[src/rtl/gf2_ctrl_pkg.sv]
// Shared constants and FSM state encoding for the GF(2) basis-builder sequencer.
// SINGULAR exists only when GF2_CTRL_SINGULAR_EN is defined.
package gf2_ctrl_pkg;
    localparam int GF2_W        = 32;
    localparam int GF2_ROWS     = 32;
    localparam int GF2_RB_WORDS = 64;
    localparam int RIDX_W       = 6;

    typedef enum logic [2:0] {
        ST_IDLE,
        ST_CLEAR,
        ST_LOAD,
        ST_READ
`ifdef GF2_CTRL_SINGULAR_EN
        , ST_SINGULAR
`endif
    } gf2_state_t;
endpackage

[src/rtl/gf2_basis_ctrl_if.sv]
// Host row stream, builder datapath link and readback stream of gf2_basis_ctrl.
// master = environment (host, builder, sink); slave = controller.
interface gf2_basis_ctrl_if;
    import gf2_ctrl_pkg::*;

    logic              in_valid;
    logic              in_ready;
    logic [GF2_W-1:0]  in_data;
    logic              in_last;
    logic              bld_clear;
    logic              bld_clk_en;
    logic              bld_write_valid;
    logic [GF2_W-1:0]  bld_cr;
    logic              bld_status;
    logic              bld_read_valid;
    logic [GF2_W-1:0]  bld_out;
    logic              out_valid;
    logic              out_ready;
    logic [GF2_W-1:0]  out_data;
    logic              out_inv;
    logic              out_last;

    modport master (
        output in_valid, in_data, in_last, bld_status, bld_out, out_ready,
        input  in_ready, bld_clear, bld_clk_en, bld_write_valid, bld_cr,
               bld_read_valid, out_valid, out_data, out_inv, out_last
    );

    modport slave (
        input  in_valid, in_data, in_last, bld_status, bld_out, out_ready,
        output in_ready, bld_clear, bld_clk_en, bld_write_valid, bld_cr,
               bld_read_valid, out_valid, out_data, out_inv, out_last
    );
endinterface

[src/rtl/gf2_readback_seq.sv]
// Readback index and stream flags for the 64-word basis/inverse dump.
// The builder index advances on the same edge as r_ridx, so both stay aligned.
module gf2_readback_seq
    import gf2_ctrl_pkg::*;
(
    input  logic clk,
    input  logic reset,
    input  logic i_en,
    input  logic i_clr,
    input  logic i_out_ready,
    output logic o_out_valid,
    output logic o_out_inv,
    output logic o_out_last,
    output logic o_bld_read_valid,
    output logic o_wrap
);
    logic [RIDX_W-1:0] r_ridx;
    logic              w_fire;
    logic              w_at_last;

    assign w_fire           = i_en & i_out_ready;
    assign w_at_last        = (r_ridx == RIDX_W'(GF2_RB_WORDS - 1));
    assign o_out_valid      = i_en;
    assign o_out_inv        = i_en & r_ridx[RIDX_W-1];
    assign o_out_last       = i_en & w_at_last;
    assign o_bld_read_valid = w_fire;
    assign o_wrap           = w_fire & w_at_last;

    always_ff @(posedge clk or posedge reset) begin
        if (reset)       r_ridx <= '0;
        else if (i_clr)  r_ridx <= '0;
        else if (w_fire) r_ridx <= r_ridx + RIDX_W'(1);
    end
endmodule

[src/rtl/gf2_basis_ctrl.sv]
// Sequencer for a 32x32 GF(2) basis builder: load rows to full rank, then stream readback.
// Optional GF2_CTRL_SINGULAR_EN: in_last before full rank parks in SINGULAR.
module gf2_basis_ctrl
    import gf2_ctrl_pkg::*;
#(
    parameter int N_ROWS = GF2_ROWS,
    parameter int REJ_W  = 8
) (
    input  logic               clk,
    input  logic               reset,
    input  logic               start,
    input  logic               abort,
    gf2_basis_ctrl_if.slave    bus,
    output logic [RIDX_W-1:0]  rank,
    output logic [REJ_W-1:0]   rejects,
    output logic               busy,
    output logic               done,
    output logic               singular
);
    gf2_state_t        r_state, w_state_nxt;
    logic [RIDX_W-1:0] r_rank;
    logic [REJ_W-1:0]  r_rej;
    logic              r_bld_clear;
    logic              r_abort;
    logic              w_load, w_read, w_hs, w_acc, w_rej, w_full_next;
    logic              w_start_ok, w_wrap;

    assign w_load      = (r_state == ST_LOAD);
    assign w_read      = (r_state == ST_READ);
    assign w_hs        = bus.in_valid & bus.in_ready;
    // A zero row never counts toward rank, whatever the builder reports.
    assign w_acc       = w_hs & bus.bld_status & (|bus.in_data);
    assign w_rej       = w_hs & ~w_acc;
    assign w_full_next = (r_rank == RIDX_W'(N_ROWS - 1));

`ifdef GF2_CTRL_SINGULAR_EN
    logic r_singular;
    assign w_start_ok = start & ((r_state == ST_IDLE) | (r_state == ST_SINGULAR));
    assign singular   = r_singular;
`else
    assign w_start_ok = start & (r_state == ST_IDLE);
    assign singular   = 1'b0;
`endif

    assign bus.in_ready        = w_load & ~abort;
    assign bus.bld_write_valid = w_hs;
    assign bus.bld_cr          = w_load ? bus.in_data : '0;
    assign bus.bld_clear       = r_bld_clear;
    assign bus.bld_clk_en      = (r_state != ST_CLEAR);
    assign bus.out_data        = bus.out_valid ? bus.bld_out : '0;
    assign busy                = (r_state != ST_IDLE);
    assign done                = w_wrap;
    assign rank                = r_rank;
    assign rejects             = r_rej;

    gf2_readback_seq u_rb (
        .clk              (clk),
        .reset            (reset),
        .i_en             (w_read & ~abort),
        .i_clr            (r_state == ST_CLEAR),
        .i_out_ready      (bus.out_ready),
        .o_out_valid      (bus.out_valid),
        .o_out_inv        (bus.out_inv),
        .o_out_last       (bus.out_last),
        .o_bld_read_valid (bus.bld_read_valid),
        .o_wrap           (w_wrap)
    );

    always_comb begin
        w_state_nxt = r_state;
        unique case (r_state)
            ST_IDLE:  if (start) w_state_nxt = ST_CLEAR;
            ST_CLEAR: w_state_nxt = (r_abort || abort) ? ST_IDLE : ST_LOAD;
            ST_LOAD: begin
                if (abort)                    w_state_nxt = ST_CLEAR;
                else if (w_acc && w_full_next) w_state_nxt = ST_READ;
`ifdef GF2_CTRL_SINGULAR_EN
                else if (w_hs && bus.in_last)  w_state_nxt = ST_SINGULAR;
`endif
            end
            ST_READ: begin
                if (abort)       w_state_nxt = ST_CLEAR;
                else if (w_wrap) w_state_nxt = ST_IDLE;
            end
`ifdef GF2_CTRL_SINGULAR_EN
            ST_SINGULAR: if (abort || start) w_state_nxt = ST_CLEAR;
`endif
            default: w_state_nxt = ST_IDLE;
        endcase
    end

    always_ff @(posedge clk or posedge reset) begin
        if (reset) begin
            r_state     <= ST_IDLE;
            r_rank      <= '0;
            r_rej       <= '0;
            r_bld_clear <= 1'b0;
            r_abort     <= 1'b0;
        end else begin
            r_state     <= w_state_nxt;
            r_bld_clear <= (w_state_nxt == ST_CLEAR);
            // Remembers that this CLEAR came from an abort so it exits to IDLE.
            r_abort     <= (w_state_nxt == ST_CLEAR) && abort && (r_state != ST_IDLE);
            if (w_start_ok) begin
                r_rank <= '0;
                r_rej  <= '0;
            end else begin
                if (w_acc)                r_rank <= r_rank + RIDX_W'(1);
                if (w_rej && r_rej != '1) r_rej  <= r_rej + REJ_W'(1);
            end
        end
    end

`ifdef GF2_CTRL_SINGULAR_EN
    always_ff @(posedge clk or posedge reset) begin
        if (reset)                                              r_singular <= 1'b0;
        else if (w_start_ok)                                    r_singular <= 1'b0;
        else if (w_load && w_state_nxt == ST_SINGULAR)          r_singular <= 1'b1;
    end
`endif
endmodule
[src/flat_wrapper.sv]
// flat-port wrapper written by rule: the top's interface ports become plain ports
module gf2_basis_ctrl_flat import gf2_ctrl_pkg::*;
#(
    parameter int N_ROWS = GF2_ROWS,
    parameter int REJ_W  = 8
)
  (clk, reset, start, abort, rank, rejects, busy, done, singular, bus_in_valid, bus_in_data, bus_in_last, bus_bld_status, bus_bld_out, bus_out_ready, bus_in_ready, bus_bld_clear, bus_bld_clk_en, bus_bld_write_valid, bus_bld_cr, bus_bld_read_valid, bus_out_valid, bus_out_data, bus_out_inv, bus_out_last);
  gf2_basis_ctrl_if bus_i ();
  input  logic clk;
  input  logic reset;
  input  logic start;
  input  logic abort;
  output logic [RIDX_W-1:0] rank;
  output logic [REJ_W-1:0] rejects;
  output logic busy;
  output logic done;
  output logic singular;
  input wire logic [$bits(bus_i.in_valid)-1:0] bus_in_valid;
  input wire logic [$bits(bus_i.in_data)-1:0] bus_in_data;
  input wire logic [$bits(bus_i.in_last)-1:0] bus_in_last;
  input wire logic [$bits(bus_i.bld_status)-1:0] bus_bld_status;
  input wire logic [$bits(bus_i.bld_out)-1:0] bus_bld_out;
  input wire logic [$bits(bus_i.out_ready)-1:0] bus_out_ready;
  output wire logic [$bits(bus_i.in_ready)-1:0] bus_in_ready;
  output wire logic [$bits(bus_i.bld_clear)-1:0] bus_bld_clear;
  output wire logic [$bits(bus_i.bld_clk_en)-1:0] bus_bld_clk_en;
  output wire logic [$bits(bus_i.bld_write_valid)-1:0] bus_bld_write_valid;
  output wire logic [$bits(bus_i.bld_cr)-1:0] bus_bld_cr;
  output wire logic [$bits(bus_i.bld_read_valid)-1:0] bus_bld_read_valid;
  output wire logic [$bits(bus_i.out_valid)-1:0] bus_out_valid;
  output wire logic [$bits(bus_i.out_data)-1:0] bus_out_data;
  output wire logic [$bits(bus_i.out_inv)-1:0] bus_out_inv;
  output wire logic [$bits(bus_i.out_last)-1:0] bus_out_last;
  assign bus_i.in_valid = bus_in_valid;
  assign bus_i.in_data = bus_in_data;
  assign bus_i.in_last = bus_in_last;
  assign bus_i.bld_status = bus_bld_status;
  assign bus_i.bld_out = bus_bld_out;
  assign bus_i.out_ready = bus_out_ready;
  assign bus_in_ready = bus_i.in_ready;
  assign bus_bld_clear = bus_i.bld_clear;
  assign bus_bld_clk_en = bus_i.bld_clk_en;
  assign bus_bld_write_valid = bus_i.bld_write_valid;
  assign bus_bld_cr = bus_i.bld_cr;
  assign bus_bld_read_valid = bus_i.bld_read_valid;
  assign bus_out_valid = bus_i.out_valid;
  assign bus_out_data = bus_i.out_data;
  assign bus_out_inv = bus_i.out_inv;
  assign bus_out_last = bus_i.out_last;
  gf2_basis_ctrl #(.N_ROWS(N_ROWS), .REJ_W(REJ_W)) u_core (.clk(clk), .reset(reset), .start(start), .abort(abort), .bus(bus_i), .rank(rank), .rejects(rejects), .busy(busy), .done(done), .singular(singular));
endmodule
[config.mk]
export PLATFORM = sky130hd
export DESIGN_NAME = gf2_basis_ctrl_flat
export DESIGN_NICKNAME = d
export VERILOG_FILES = /design/src/rtl/gf2_ctrl_pkg.sv /design/src/rtl/gf2_basis_ctrl_if.sv /design/src/rtl/gf2_readback_seq.sv /design/src/rtl/gf2_basis_ctrl.sv /design/src/flat_wrapper.sv
export SDC_FILE = /design/constraint.sdc
export NUM_CORES = 1
export LEC_CHECK = 0
export CORE_MARGIN = 10
export CORE_UTILIZATION = 33
export CTS_BUF_LIST = sky130_fd_sc_hd__clkbuf_16
export DETAILED_ROUTE_END_ITERATION = 6
export PLACE_DENSITY = 0.83
export SYNTH_ARGS = -nofsm -noshare
export SYNTH_HDL_FRONTEND = slang
export SYNTH_HIERARCHICAL = 1
export SYNTH_SLANG_ARGS = --single-unit
[constraint.sdc]
create_clock -name clk -period 2.4 [get_ports clk]
set_clock_uncertainty 0.05 [all_clocks]
set_input_delay 0.36 -clock clk [delete_from_list [all_inputs] [get_ports clk]]
set_output_delay 0.36 -clock clk [all_outputs]
set_load 0.01 [all_outputs]
==> Yosys cells after proc, flatten, opt, wreduce, memory -nomap -nowiden <==
Index checks and enable logic that the tools add are counted.
{ "word_totals": {"ff_bits": 25, "latchBits": 0, "mem_bits_rw": 0, "mem_bits_ro": 0, "input_bits": 72, "out_inout_bits": 89, "elab_cells": 56, "mem_count": 0} }
{ "op_classes": {"add_sub_neg": 3, "multipliers": 0, "div_mod_pow": 0, "magnitude_cmp": 0, "n_eq_ne": 8, "n_shift": 0, "muxes": 15, "n_bitwise": 13, "reduce_logical": 11} }
{ "ops": {"columns": ["cell", "n"], "rows": [
  ["two-way mux 32 bit", 2],
  ["OR reduction 32 bit", 1],
  ["two-way mux 6 bit", 4],
  ["two-way mux 8 bit", 2],
  ["two-way mux 3 bit", 5],
  ["adder 6 x 1 -> 6 bit, second input constant", 2],
  ["case mux 3 bit (4 select lines)", 1],
  ["AND 1 bit", 11],
  ["adder 8 x 1 -> 8 bit, second input constant", 1],
  ["!= test 8 bit, second input constant", 1],
  ["== test 3 x 1 -> 1 bit, second input constant", 2],
  ["== test 3 x 2 -> 1 bit, second input constant", 2],
  ["== test 6 x 5 -> 1 bit, second input constant", 1],
  ["== test 6 bit, second input constant", 1],
  ["nonzero test 2 bit", 3],
  ["logical AND 1 bit", 4],
  ["logical NOT 3 bit", 1],
  ["!= test 3 x 1 -> 1 bit, second input constant", 1],
  ["nonzero test 3 bit", 1],
  ["two-way mux 2 bit", 1],
  ["inverter 1 bit", 2],
  ["logical OR 1 bit", 1]
]} }

==> Depth between registers and ports, before layout <==
{ "logic_depth": {"depth_word": 12, "depth_mapped": 9, "depth_no_buf": 8} }

==> Modules after synthesis <==
Netlist, hierarchy kept.
{ "modules_own_cells": {"columns": ["mod", "instances", "cells_each", "area_per_inst_um2", "seq_area_each_um2"], "rows": [
  ["gf2_basis_ctrl", 1, 193, 1585.3, 475.5],
  ["gf2_readback_seq", 1, 37, 321.6, 150.1]
]} }

==> Least setup slack after synthesis <==
OpenSTA, ideal clock, no wires.
{ "synth_path": {"path_type": "reg-to-reg", "start": "reg u_core.r_state[1]", "end": "reg u_core.r_bld_clear (netlist: u_core/bus.bld_clear)", "setup_time_ns": 0.126, "arrival_ns": 2.190, "t_required_ns": 2.224, "path_slack_ns": 0.034, "path_stages_with_launch": 10, "path_buffers": 1, "synth_period_minus_slack_ns": 2.366, "path_cell_list": "dfrtp_1 -> buf_2 -> nor4bb_1 -> nand3_1 -> nor3_1 -> inv_1 -> a21oi_1 -> a211o_1 -> o31ai_1 -> nor2b_1"} }
{ "synth_between": {"word_cells_on_any_way": 19, "classes_between": "eq/ne: 4; mux: 6; bitwise: 7; reduce/logical: 2"} }
{ "synth_lines": {"columns": ["item", "line_no", "source"], "rows": [
  ["start: declaration", "gf2_basis_ctrl.sv:20", "gf2_state_t r_state, w_state_nxt;"],
  ["start signal: assignment", "gf2_basis_ctrl.sv:100", "r_state <= w_state_nxt;"],
  ["== test 3 x 2 -> 1 bit", "gf2_basis_ctrl.sv:29", "assign w_read = (r_state == ST_READ);"],
  ["AND 1 bit", "gf2_basis_ctrl.sv:59", ".i_en (w_read & ~abort),"],
  ["AND 1 bit", "gf2_readback_seq.sv:21", "assign w_fire = i_en & i_out_ready;"],
  ["AND 1 bit", "gf2_readback_seq.sv:27", "assign o_wrap = w_fire & w_at_last;"],
  ["named net done", "flat_wrapper.sv:16", "output logic done;"],
  ["two-way mux 3 bit", "gf2_basis_ctrl.sv:83", "else if (w_wrap) w_state_nxt = ST_IDLE;"],
  ["two-way mux 3 bit", "gf2_basis_ctrl.sv:82", "if (abort) w_state_nxt = ST_CLEAR;"],
  ["case mux 3 bit (4 select lines)", "gf2_basis_ctrl.sv:71", "unique case (r_state)"],
  ["named net u_core.w_state_nxt[0]", "gf2_basis_ctrl.sv:20", null],
  ["== test 3 x 1 -> 1 bit", "gf2_basis_ctrl.sv:101", "r_bld_clear <= (w_state_nxt == ST_CLEAR);"],
  ["end signal: assignment", "gf2_basis_ctrl.sv:101", null],
  ["end: declaration", "gf2_basis_ctrl.sv:23", "logic r_bld_clear;"]
]} }
The timed path passes the listed nets, and every way through them passes these cells.
A chain may end at the register's enable or synchronous reset.

==> Worst setup path in the final report <==
{ "layout_path": {"start": "reg u_core.r_state[0]", "end": "out bus_out_data[12]"} }
{ "layout_between": {"elab_chain_cells": 3} }
{ "layout_lines": {"columns": ["item", "line_no", "source"], "rows": [
  ["== test 3 x 2 -> 1 bit", "gf2_basis_ctrl.sv:29", null],
  ["AND 1 bit", "gf2_basis_ctrl.sv:59", null],
  ["two-way mux 32 bit", "gf2_basis_ctrl.sv:50", "assign bus.out_data = bus.out_valid ? bus.bld_out : '0;"],
  ["end: declaration", "flat_wrapper.sv:31", "output wire logic [$bits(bus_i.out_data)-1:0] bus_out_data;"]
]} }
No other way between the ends.

==> results.toml <==
[die]
die_area_mm2 = 0.00922
ios = 161
fp-row-count = 27
fp.dieW_um = 96.0
die_y_um = 96.0
placeableCoreArea_mm2 = 0.00554
start_util_pct = 34.4

[routing]
num_vias = 2384
ant_nets = 0
drt_iter0_drc = 68
wl_per_cell_um = 18.3
viasPerCell = 4.98
drc = 0
wl_um = 8780
firstDrtPassIters = 4

[synth]
syn_area_per_cell_um2 = 8.29
synthCells = 230
ys_seq_elements = 25
synth_cell_types = 43
yosys_warnings = 6
synth_area_mm2 = 0.00191
seq_area_frac_synth_pct = 32.8

[clocking]
cts_sinks = 25
clock_path_buffers = 2
cts_made_buffers = 3
path_clk_slew_ps = 70
htree_levels = 1
cts_root_buf = "clkbuf_16"
cts_tree = "yes"
clock_latency_ps = 270

[sta]
slew_headroom_pct = 49.1
tns_ps = 0
finalSetupViolations = 0
finalMaxSlewViolations = 0
rsz0062_at_grt = "false"
finalHoldViolCount = 0
worstMarginPinSlew_ps = 762
fin_crit_sh_pct = 95.3
fin_crit_ps = 2290
fmax_mhz = 437

[place]
post_dp_cell_area_mm2 = 0.00370
routabilityCongestion = 0.885
dp_hpwl_um = 7470
io_buffer_count = 158

[power]
power_density_mw_per_mm2 = 271
p_leak_nw = 2.35
p_comb_share_pct = 21.1
switching_power_w = 0.000247
p_clk_share_pct = 37.5
peakVddDrop_v = 0.000280
fin_total_pwr_w = 0.00105
power_frac_seq_pct = 41.4
internal_power_w = 0.000800
swShare_pct = 23.6

[worst_hold_path]
hp-class = "primary input to asynchronous set/reset pin"

[global_route]
antenna_found_initial = 0
grt_pass1_wl_um = 13200
grt_overflow = 0
grt_pass1_vias = 2593
track_usage_pct = 18.3
grt_max_degree = 34

[setup_path]
cp_data_arrival_time_ps = 1880
crit_path_start = "u_core/r_state[0]"
required_ps = 1990
r2r-start = "u_core/r_state[0]"
crit_type = "flop to primary output"
worstPathMaxFanout = 5
cp-end-kind = "primary output"
r2r_slack_ps = 300
critPathLaunchType = "flop"

[cells_and_area]
nNetsFinal = 483
final_util_pct = 69.6
antenna_cells = 0
final_layout_size_suffix_gt1_share_pct = 10.8
area_growth_pct = 102
final_cell_mix = "86 x clkdlybuf4s50_1, 66 x and2_1, 37 x dlygate4sd2_1"
finalInstanceArea_mm2 = 0.00386
layout_commonest_cell = "clkdlybuf4s50_1"

[outcome]
status = "completed"

[job]
cap_violations = 0
power groups by stage:
stage / combinational [W] / sequential [W] / clock [W]
finish: 0.000221 / 0.000433 / 0.000393
global route: 0.000239 / 0.000434 / 0.000418
CTS: 0.000225 / 0.000433 / 0.000400
detailed placement: 0.000224 / 0.000441 / 0
global placement: 0.000220 / 0.000440 / 0
floorplan: 0.0000552 / 0.000440 / 0
critical path, cell delays in order, from the launching register on:
cell and delay, ps:
dfrtp_1 520, nor4bb_4 270, buf_4 170, buf_4 110
buf_2 140, and2_1 130, dlygate4sd2_1 270
timing repair:
action / CTS / global route
pin swaps: 1 / 0
hold buffers: 0 / 0
endpoints found under the setup margin: 63 / 50
gates cloned: 3 / 0
buffers inserted: 3 / 0
resized for setup: 46 / 40
registers in the layout, indices dropped and copies added (netlist names):
| register | cells |
|---|---|
| u_core/u_rb/r_ridx | 6 |
| u_core/rejects | 8 |
| u_core/r_state | 3 |
| u_core/r_abort | 1 |
| u_core/rank | 6 |
| u_core/bus.bld_clear | 1 |
cell type report:
type                       instances  area [µm²]
clock buffer                       3        75.1
clock inverter                     1        8.76
fill                             447        1680
inverter                           8        30.0
multi-input combinational        185        1220
sequential                        25         626
tap                               72        90.1
timing repair buffer             185        1810
Yosys cell counts (all sizes together):
library cell / instances / share of area, %
and2: 67 / 22
dfrtp: 25 / 33
nand2: 16 / 3.1
a21oi: 12 / 3.1
o21ai: 11 / 3.5
nand3: 10 / 2.6
nor4: 10 / 3.3
nor2: 9 / 1.8
inv: 8 / 1.6
buf: 7 / 2.7
or3: 7 / 2.3
clkbuf: 6 / 1.2
mux2i: 5 / 2.6
nand4: 5 / 2.3
ha: 3 / 2.0
nand4b: 3 / 1.4
o31ai: 3 / 1.2
nand2b: 2 / 0.66
nor2b: 2 / 0.66
nor3: 2 / 0.52
o211ai: 2 / 1.5
xnor2: 2 / 0.92
a211o: 1 / 0.46
and2b: 1 / 0.39
and3: 1 / 0.33
and3b: 1 / 0.46
conb: 1 / 0.20
nor3b: 1 / 0.39
nor4b: 1 / 1.2
nor4bb: 1 / 0.52
o211a: 1 / 0.52
o21a: 1 / 0.39
o41ai: 1 / 0.46
or4: 1 / 0.39
xor2: 1 / 0.46
through the flow:
| step | hold WS (ps) | worst slack, ps | std cells |
|---|---|---|---|
| floorplan | 101 | 33.7 | 231 |
| global route | 341 | 8.45 | 479 |
| global placement | 490 | -211 | 469 |
| CTS | 293 | 3.53 | 479 |
| detailed placement | 496 | -260 | 469 |
| finish | 290 | 113 | 479 |
per-layer routing:
layer	routed length (µm)	up-vias	GRT usage, %
met5	0	-	0
met4	63	0	3.44
met3	1470	5	11.5
met2	4250	156	34.3
met1	3000	1079	16.3
li1	-	1144	-
logic make-up (layout without fill, tap and decap cells):
logic type      Yosys count  in the layout  synth area share, %
simple gates            140            140                 44.4
compound gates           32             32                 11.2
flops                    25             25                 32.8
buf+inv                  21            197                 5.45
mux                       5              5                 2.62
fa+ha+maj                 3              3                 1.97
xor+xnor                  3              3                 1.38
other cells               1              2                0.197
worst paths after layout:
path,endpoint,cells past startpoint
max in group asynchronous,u_core/bus.bld_clear,2
min,u_core/u_rb/r_ridx[1],2
min in group clk,u_core/r_state[1],3
max,bus_out_data[12],6
max reg2reg,u_core/bus.bld_clear,10
min reg2reg,u_core/rejects[0],1
(Power assumes the default switching activity.)
